## config.mk

```make
export PLATFORM = sky130hd
export DESIGN_NAME = subtrator_serial_flat
export DESIGN_NICKNAME = d
export VERILOG_FILES = /design/src/rtl/subtrator_serial_pkg.sv /design/src/rtl/subtrator_serial_if.sv /design/src/rtl/subtrator_serial_completo.sv /design/src/rtl/subtrator_serial.sv /design/src/flat_wrapper.sv
export SDC_FILE = /design/constraint.sdc
export NUM_CORES = 1
export LEC_CHECK = 0
export ABC_CLOCK_PERIOD_IN_PS = 1300
export BUFFER_PORTS_ARGS = -buffer_cell sky130_fd_sc_hd__buf_2
export CAP_MARGIN = 0
export CORE_UTILIZATION = 50
export CTS_BUF_LIST = sky130_fd_sc_hd__clkbuf_8
export DETAILED_ROUTE_END_ITERATION = 16
export PLACE_DENSITY = 0.77
export SLEW_MARGIN = 10
export SYNTH_ARGS = -nofsm -noshare
export SYNTH_HDL_FRONTEND = slang
export SYNTH_HIERARCHICAL = 1
export SYNTH_SLANG_ARGS = --single-unit
```

## constraint.sdc

```tcl
create_clock -name clk -period 1.3 [get_ports clk]
set_clock_uncertainty 0.15 [all_clocks]
set_input_delay 0.13 -clock clk [delete_from_list [all_inputs] [get_ports clk]]
set_output_delay 0.13 -clock clk [all_outputs]
set_load 0.02 [all_outputs]
```

## src/rtl/subtrator_serial_pkg.sv

```systemverilog
// Shared definitions for the bit-serial subtractor: FSM encoding and default width.
package subtrator_serial_pkg;
    localparam int N_DEF = 8;

    // The unused encoding 2'd3 falls back to OCIOSO in the FSM default branch.
    typedef enum logic [1:0] {
        OCIOSO  = 2'd0,
        CALCULA = 2'd1,
        FIM     = 2'd2
    } estado_t;
endpackage

```

## src/rtl/subtrator_serial_if.sv

```systemverilog
// Start/ready handshake and operand/result bus for subtrator_serial.
// OVF is present only when SUBTRATOR_OVERFLOW_EN is defined.
interface subtrator_serial_if #(parameter int N = 8);
    logic         inicio;
    logic [N-1:0] A;
    logic [N-1:0] B;
    logic         ocupado;
    logic         pronto;
    logic [N-1:0] D;
    logic         BOUT;
`ifdef SUBTRATOR_OVERFLOW_EN
    logic         OVF;

    modport master (output inicio, A, B, input ocupado, pronto, D, BOUT, OVF);
    modport slave  (input inicio, A, B, output ocupado, pronto, D, BOUT, OVF);
`else
    modport master (output inicio, A, B, input ocupado, pronto, D, BOUT);
    modport slave  (input inicio, A, B, output ocupado, pronto, D, BOUT);
`endif
endinterface

```

## src/rtl/subtrator_serial_completo.sv

```systemverilog
// Combinational 1-bit full subtractor: {bout,d} = a - b - bin.
module subtrator_completo (
    input  logic a,
    input  logic b,
    input  logic bin,
    output logic d,
    output logic bout
);
    assign d    = a ^ b ^ bin;
    assign bout = (~a & b) | (~(a ^ b) & bin);
endmodule

```

## src/rtl/subtrator_serial.sv

```systemverilog
// Bit-serial N-bit subtractor D = A - B, LSB first, one bit per clock behind inicio/pronto.
// Optional signed-overflow flag OVF enabled by SUBTRATOR_OVERFLOW_EN.
module subtrator_serial
    import subtrator_serial_pkg::*;
#(
    parameter int N = N_DEF
) (
    input  logic               clk,
    input  logic               rst,
    subtrator_serial_if.slave  bus
);
    localparam int CW = $clog2(N);

    estado_t         r_estado;
    logic [N-1:0]    r_sa;
    logic [N-1:0]    r_sb;
    logic            r_borrow;
    logic [CW-1:0]   r_cont;
    logic [N-1:0]    r_d;
    logic            r_bout;
    logic            r_ocupado;
    logic            r_pronto;
    logic            w_d;
    logic            w_bo;
    logic            w_ultimo;

    subtrator_completo u_fs (
        .a    (r_sa[0]),
        .b    (r_sb[0]),
        .bin  (r_borrow),
        .d    (w_d),
        .bout (w_bo)
    );

    assign w_ultimo = (r_cont == CW'(N - 1));

`ifdef SUBTRATOR_OVERFLOW_EN
    // Operand sign bits are kept apart because r_sa/r_sb are consumed by shifting.
    logic r_a_msb;
    logic r_b_msb;
    logic r_ovf;

    always_ff @(posedge clk or posedge rst) begin
        if (rst) begin
            r_a_msb <= 1'b0;
            r_b_msb <= 1'b0;
            r_ovf   <= 1'b0;
        end else if (r_estado == OCIOSO && bus.inicio) begin
            r_a_msb <= bus.A[N-1];
            r_b_msb <= bus.B[N-1];
            r_ovf   <= 1'b0;
        end else if (r_estado == CALCULA && w_ultimo) begin
            r_ovf   <= (r_a_msb != r_b_msb) && (w_d != r_a_msb);
        end
    end

    assign bus.OVF = r_ovf;
`endif

    always_ff @(posedge clk or posedge rst) begin
        if (rst) begin
            r_estado  <= OCIOSO;
            r_sa      <= '0;
            r_sb      <= '0;
            r_borrow  <= 1'b0;
            r_cont    <= '0;
            r_d       <= '0;
            r_bout    <= 1'b0;
            r_ocupado <= 1'b0;
            r_pronto  <= 1'b0;
        end else begin
            case (r_estado)
                OCIOSO: begin
                    r_pronto <= 1'b0;
                    if (bus.inicio) begin
                        r_sa      <= bus.A;
                        r_sb      <= bus.B;
                        r_borrow  <= 1'b0;
                        r_cont    <= '0;
                        r_ocupado <= 1'b1;
                        r_estado  <= CALCULA;
                    end
                end
                CALCULA: begin
                    r_d      <= {w_d, r_d[N-1:1]};
                    r_sa     <= r_sa >> 1;
                    r_sb     <= r_sb >> 1;
                    r_borrow <= w_bo;
                    r_cont   <= r_cont + CW'(1);
                    if (w_ultimo) begin
                        r_bout   <= w_bo;
                        r_pronto <= 1'b1;
                        r_estado <= FIM;
                    end
                end
                FIM: begin
                    r_pronto  <= 1'b0;
                    r_ocupado <= 1'b0;
                    r_estado  <= OCIOSO;
                end
                default: begin
                    r_pronto  <= 1'b0;
                    r_ocupado <= 1'b0;
                    r_estado  <= OCIOSO;
                end
            endcase
        end
    end

    assign bus.ocupado = r_ocupado;
    assign bus.pronto  = r_pronto;
    assign bus.D       = r_d;
    assign bus.BOUT    = r_bout;
endmodule
```

## src/flat_wrapper.sv

```systemverilog
// flat-port wrapper written by rule: the top's interface ports become plain ports
module subtrator_serial_flat import subtrator_serial_pkg::*;
#(
    parameter int N = N_DEF
)
  (clk, rst, bus_inicio, bus_A, bus_B, bus_ocupado, bus_pronto, bus_D, bus_BOUT);
  subtrator_serial_if #(.N(N)) bus_i ();
  input  logic clk;
  input  logic rst;
  input wire logic [$bits(bus_i.inicio)-1:0] bus_inicio;
  input wire logic [$bits(bus_i.A)-1:0] bus_A;
  input wire logic [$bits(bus_i.B)-1:0] bus_B;
  output wire logic [$bits(bus_i.ocupado)-1:0] bus_ocupado;
  output wire logic [$bits(bus_i.pronto)-1:0] bus_pronto;
  output wire logic [$bits(bus_i.D)-1:0] bus_D;
  output wire logic [$bits(bus_i.BOUT)-1:0] bus_BOUT;
  assign bus_i.inicio = bus_inicio;
  assign bus_i.A = bus_A;
  assign bus_i.B = bus_B;
  assign bus_ocupado = bus_i.ocupado;
  assign bus_pronto = bus_i.pronto;
  assign bus_D = bus_i.D;
  assign bus_BOUT = bus_i.BOUT;
  subtrator_serial #(.N(N)) u_core (.clk(clk), .rst(rst), .bus(bus_i));
endmodule
```

**Word-level counts from Yosys, hierarchy flattened**

Cells that the tools add are included.

- Add/subtract/negate cells: 1
- Equal/unequal tests: 4
- Muxes and demuxes: 15
- Bitwise logic cells: 8
- Reductions and logical operators: 6

Operators by type and width:

| kind | number |
|---|---|
| case mux 8 bit (2 select lines) | 2 |
| two-way mux 8 bit | 2 |
| AND reduction 2 bit | 4 |
| case mux 3 bit (2 select lines) | 1 |
| two-way mux 1 bit | 4 |
| two-way mux 2 bit | 2 |
| case mux 1 bit (2 select lines) | 2 |
| case mux 2 bit (2 select lines) | 1 |
| adder 3 x 1 -> 3 bit (second input constant) | 1 |
| == test 3 bit (second input constant) | 1 |
| two-way mux 3 bit | 1 |
| NOT 1 bit | 3 |
| AND 1 bit | 2 |
| == test 2 x 1 -> 1 bit (second input constant) | 1 |
| logical NOT 2 bit | 1 |
| inequality test 2 x 1 -> 1 bit (second input constant) | 1 |
| inequality test 2 bit (second input constant) | 1 |
| nonzero test 2 bit | 1 |
| bitwise XOR 1 bit | 2 |
| bitwise OR 1 bit | 1 |

- Bits in registers: 33
- Input port bits: 19
- Output and inout bits: 11
- Word-level logic and storage cells: 43

**Logic depth before layout (Yosys ltp)**

- Depth in word-level cells: 5
- Depth in mapped cells: 4
- Depth with buffers taken out: 4

**Cells and area by module**

The synthesis kept the hierarchy.

Modules (own cells, without submodules):

| module | times used | cells an instance | area each (µm²) |
|---|---|---|---|
| subtrator_serial | 1 | 129 | 1571.5 |
| subtrator_completo | 1 | 4 | 31.3 |

**Worst setup path after synthesis**

OpenSTA, ideal clock, no wires.

- Path type: reg-to-reg
- From: reg u_core.r_cont[0]
- To: reg u_core.r_bout (netlist: u_core/bus.BOUT)
- Arrival: 1.153 ns
- Required time: 1.022 ns
- Path slack: -0.130 ns
- Cell stages (with the launch flop): 5
- Buffers on the path: 0
- Path through: dfrtp_1 > ha_1 > ha_1 > nand3b_1 > mux2_1

- Word-level cells in the longest chain between the ends: 2

RTL lines:

| item | RTL line | RTL |
|---|---|---|
| start, declared | subtrator_serial.sv:18 | `logic [CW-1:0] r_cont;` |
| start signal, assigned | subtrator_serial.sv:89 | `r_cont <= r_cont + CW'(1);` |
| == test 3 bit | subtrator_serial.sv:35 | `assign w_ultimo = (r_cont == CW'(N - 1));` |
| AND reduction 2 bit (no source line) | - |  |
| end signal, assigned | subtrator_serial.sv:91 | `r_bout <= w_bo;` |
| end, declared | subtrator_serial.sv:20 | `logic r_bout;` |

Every way passes these cells.
A chain may end at the register's enable or synchronous reset.

**Worst setup path after layout**

- From: reg u_core.r_cont[1]
- To: reg u_core.r_bout (netlist: u_core/bus.BOUT)

The elaborated chain is that of the path after synthesis.

==> results.sh <==
export IMPL_status="finished, violations left"
export IMPL_violations="setup timing"
export IMPL_hpwl_mm=2.33
export IMPL_grt_pass1_vias=1315
export IMPL_drt_iter0_markers=56
export IMPL_cp_top_family="flip-flops"
export IMPL_use_met3_pct=6.81
export IMPL_ff_latch_area_um2=827
export IMPL_critPathKind="reg2reg"
export IMPL_first_pass_iters=4
export IMPL_synth_top_area_share_pct=51.5
export IMPL_die_y_um=58.6
export IMPL_vias=1240
export IMPL_drv_cap=0
export IMPL_period_minus_slack_ns=1.48
export IMPL_yosysTopAreaCell="dfrtp_1"
export IMPL_p_seq_share_pct=31.3
export IMPL_htree_levels=2
export IMPL_diodes=0
export IMPL_worst_ep_required_time_ns=1.33
export IMPL_p_clk_share_pct=12.6
export IMPL_grt_max_degree=34
export IMPL_placementRows=20
export IMPL_grt_remaining_overflow=0
export IMPL_clock_tree_buffer_depth=2
export IMPL_fin_crit_sh_pct=114
export IMPL_report_final_setup_viol=31
export IMPL_met1_usage_pct=29.3
export IMPL_netSwitchingFraction_pct=37.2
export IMPL_fin_tns_setup_ns=-2.36
export IMPL_p_leak_nw=1.18
export IMPL_insertion_delay_ns=0.29
export IMPL_power_switching_w=0.00225
export IMPL_numPortBuffers=29
export IMPL_top_usage_layer="met2"
export IMPL_max_freq_ghz=0.677
export IMPL_worstSetupEndpointType="register"
export IMPL_multi_input_area_um2=812
export IMPL_r2r_start="u_core/r_cont[1]$_DFFE_PP0P_"
export IMPL_p_per_area_nw_per_um2=2540
export IMPL_ys_warn_count=6
export IMPL_finalHoldViolCount=0
export IMPL_path_buf_inv=0
export IMPL_cp_slowest_cell="dfrtp_1"
export IMPL_p_comb_share_pct=56.0
export IMPL_syn_avg_cell_area_um2=12.1
export IMPL_hp_start="bus_B[2]"
export IMPL_syn_to_final_growth_pct=48.8
export IMPL_netlist_instances=133
export IMPL_p_int_w=0.00380
export IMPL_synthesis_area_um2=1600
export IMPL_min_path_type="in2reg"
export IMPL_gp_congestion=0.738
export IMPL_relSlewSlack_pct=71.8
export IMPL_drv_slew=0
export IMPL_critPathMaxFanout=2
export IMPL_path_clk_slew_ns=0.07
export IMPL_remaining_drc_errors=0
export IMPL_path_cells="ha_2 > ha_4 > nand3b_1 > mux2_4"
export IMPL_via_per_inst=5.21
export IMPL_place_ws_ns=-0.200
export IMPL_numClockSinks=33
export IMPL_setup_ws_ns=-0.176
export IMPL_initial_core_util_pct=52.5
export IMPL_dieArea_um2=3440
export IMPL_syn_nets=155
export IMPL_drive_above_1_share_pct=59.3
export IMPL_worst_pin_slew_ns=0.422
export IMPL_netlist_cell_type_count=23
export IMPL_antenna_found_initial=0
export IMPL_grt_use_total_pct=26.0
export IMPL_cts_made_buffers=5
export IMPL_ir_worst_vdd_v=0.00121
export IMPL_cp_slowest_stage_delay_ns=0.39
export IMPL_fillCellCount=209
export IMPL_cts_tree="built"
export IMPL_fp_dieW_um=58.6
export IMPL_crit_start="u_core/r_cont[1]$_DFFE_PP0P_"
export IMPL_ant_nets=0
export IMPL_grt_setup_unrepaired="yes"
export IMPL_cts_root_buf="clkbuf_8"
export IMPL_coreArea_um2=3050
export IMPL_routed_wl_mm=4.13
export IMPL_num_nets_final=215
export IMPL_seq_area_frac_synth_pct=51.5
export IMPL_crit_path_start_kind="register"
export IMPL_wl_per_cell_um=17.4
export IMPL_io_pins=30
export IMPL_grt_met2_usage_pct=46.5
export IMPL_netlist_top_cells_area="dfrtp_1, a221oi_2, nor3b_1"
export IMPL_arrival_ns=1.51
export IMPL_synth_seq_cells=33
export IMPL_grt_pass1_wl_mm=6.26
[synth_stat cells]
library cell / number
mux2_2: 1
a21oi_1: 2
nor2_1: 13
dfrtp_1: 33
nor2b_4: 1
mux2_1: 9
a221oi_1: 3
a211oi_1: 1
o21bai_4: 1
nor4b_1: 1
a221oi_2: 10
a22o_1: 5
buf_2: 5
ha_1: 2
inv_1: 20
nand3b_1: 1
buf_6: 2
nor3b_1: 15
buf_4: 3
o21a_1: 1
nor2b_1: 1
fa_1: 1
nand2b_1: 2
[placed cells by master, fill, tap and decap left out, drive strengths merged]
master	netlist	routed
nand3b	1	1
nand2b	2	2
a211oi	1	1
o21a	1	1
clkinvlp	0	1
dlygate4sd3	0	3
nor2	13	13
clkinv	0	2
nor3b	15	15
buf	10	59
dfrtp	33	33
nor4b	1	1
nor2b	2	2
ha	2	2
mux2	10	10
o21bai	1	1
a22o	5	5
inv	20	20
clkbuf	0	6
a21oi	2	2
a221oi	13	13
fa	1	1
[through the flow]
stage	power, W	cells	instance area (um^2)	utilization [%]	hold slack (ns)
after detailed placement	0.00437	213	1950	63.9	0.0865
after global routing	0.00635	238	2380	78.1	0.0215
after global placement	0.00420	213	1950	63.9	0.0799
final	0.00605	238	2380	78.1	0.0180
after CTS	0.00587	236	2350	77.0	0.0146
after floorplan	0.00363	133	1650	-	0.109
[cells by family after synthesis]
kind of cell | synth area share (%)
fa+ha+maj | 2.81
flops | 51.5
simple gates | 13.1
mux | 7.03
buf+inv | 9.05
compound gates | 16.5
[timing repair]
item,4_1_cts,5_1_grt
setup endpoints to repair,30,33
hold endpoints to repair,35,0
setup buffers,12,3
pin swaps,12,11
resized for setup,39,6
hold buffers,3,0
gates cloned,1,0
[registers in the layout, indices dropped and copies added (netlist names)]
signal and flops:
u_core/r_borrow 1, u_core/bus.D 8, u_core/r_cont 3, u_core/bus.BOUT 1, u_core/r_estado 2, u_core/r_sb 8, u_core/bus.pronto 1, u_core/r_sa 8
u_core/bus.ocupado 1
[power by group through the flow]
stage,Clock (W),Combinational [W],Sequential (W)
after CTS,0.000781,0.00323,0.00186
after global routing,0.000821,0.00360,0.00194
after floorplan,0,0.00164,0.00199
after detailed placement,0,0.00253,0.00184
after global placement,0,0.00241,0.00180
final,0.000764,0.00339,0.00190
[final cells by class]
cell class | count | area share (%)
clock buffers | 5 | 2.89
multi-input cells | 70 | 34.1
flip-flops and latches | 33 | 34.7
inverters | 20 | 3.15
clock inverters | 3 | 0.735
well taps | 44 | 2.31
repair buffers | 63 | 22.2
[routing by layer]
| layer | part of all wire (%) | wire [um] | vias up |
|---|---|---|---|
| li1 | - | - | 579 |
| met1 | 42 | 1740 | 623 |
| met2 | 52 | 2170 | 30 |
| met3 | 3.4 | 140 | 8 |
| met4 | 2.1 | 88 | 0 |
| met5 | 0 | 0 | - |
[worst min-delay path, delay by kind of cell]
| kind | cells | cell delay [ns] |
|---|---|---|
| compound gates | 1 | 0.07 |
| buf+inv | 1 | 0.09 |
| simple gates | 1 | 0.12 |
[worst paths after layout]
kind / depth (start not counted) / end / slack (ns)
setup / recovery: 4 / u_core/bus.BOUT$_DFFE_PP0P_ / -0.18
hold / removal: 3 / u_core/r_sb[2]$_DFFE_PP0P_ / 0.02
setup reg to reg: 4 / u_core/bus.BOUT$_DFFE_PP0P_ / -0.18
hold reg to reg: 1 / u_core/bus.pronto$_DFFE_PP0P_ / 0.35
max in group asynchronous: 4 / u_core/r_estado[1]$_DFFE_PP0P_ / 0.37
min in group asynchronous: 4 / u_core/r_sb[5]$_DFFE_PP0P_ / 0.31
(Power assumes the default switching activity.)
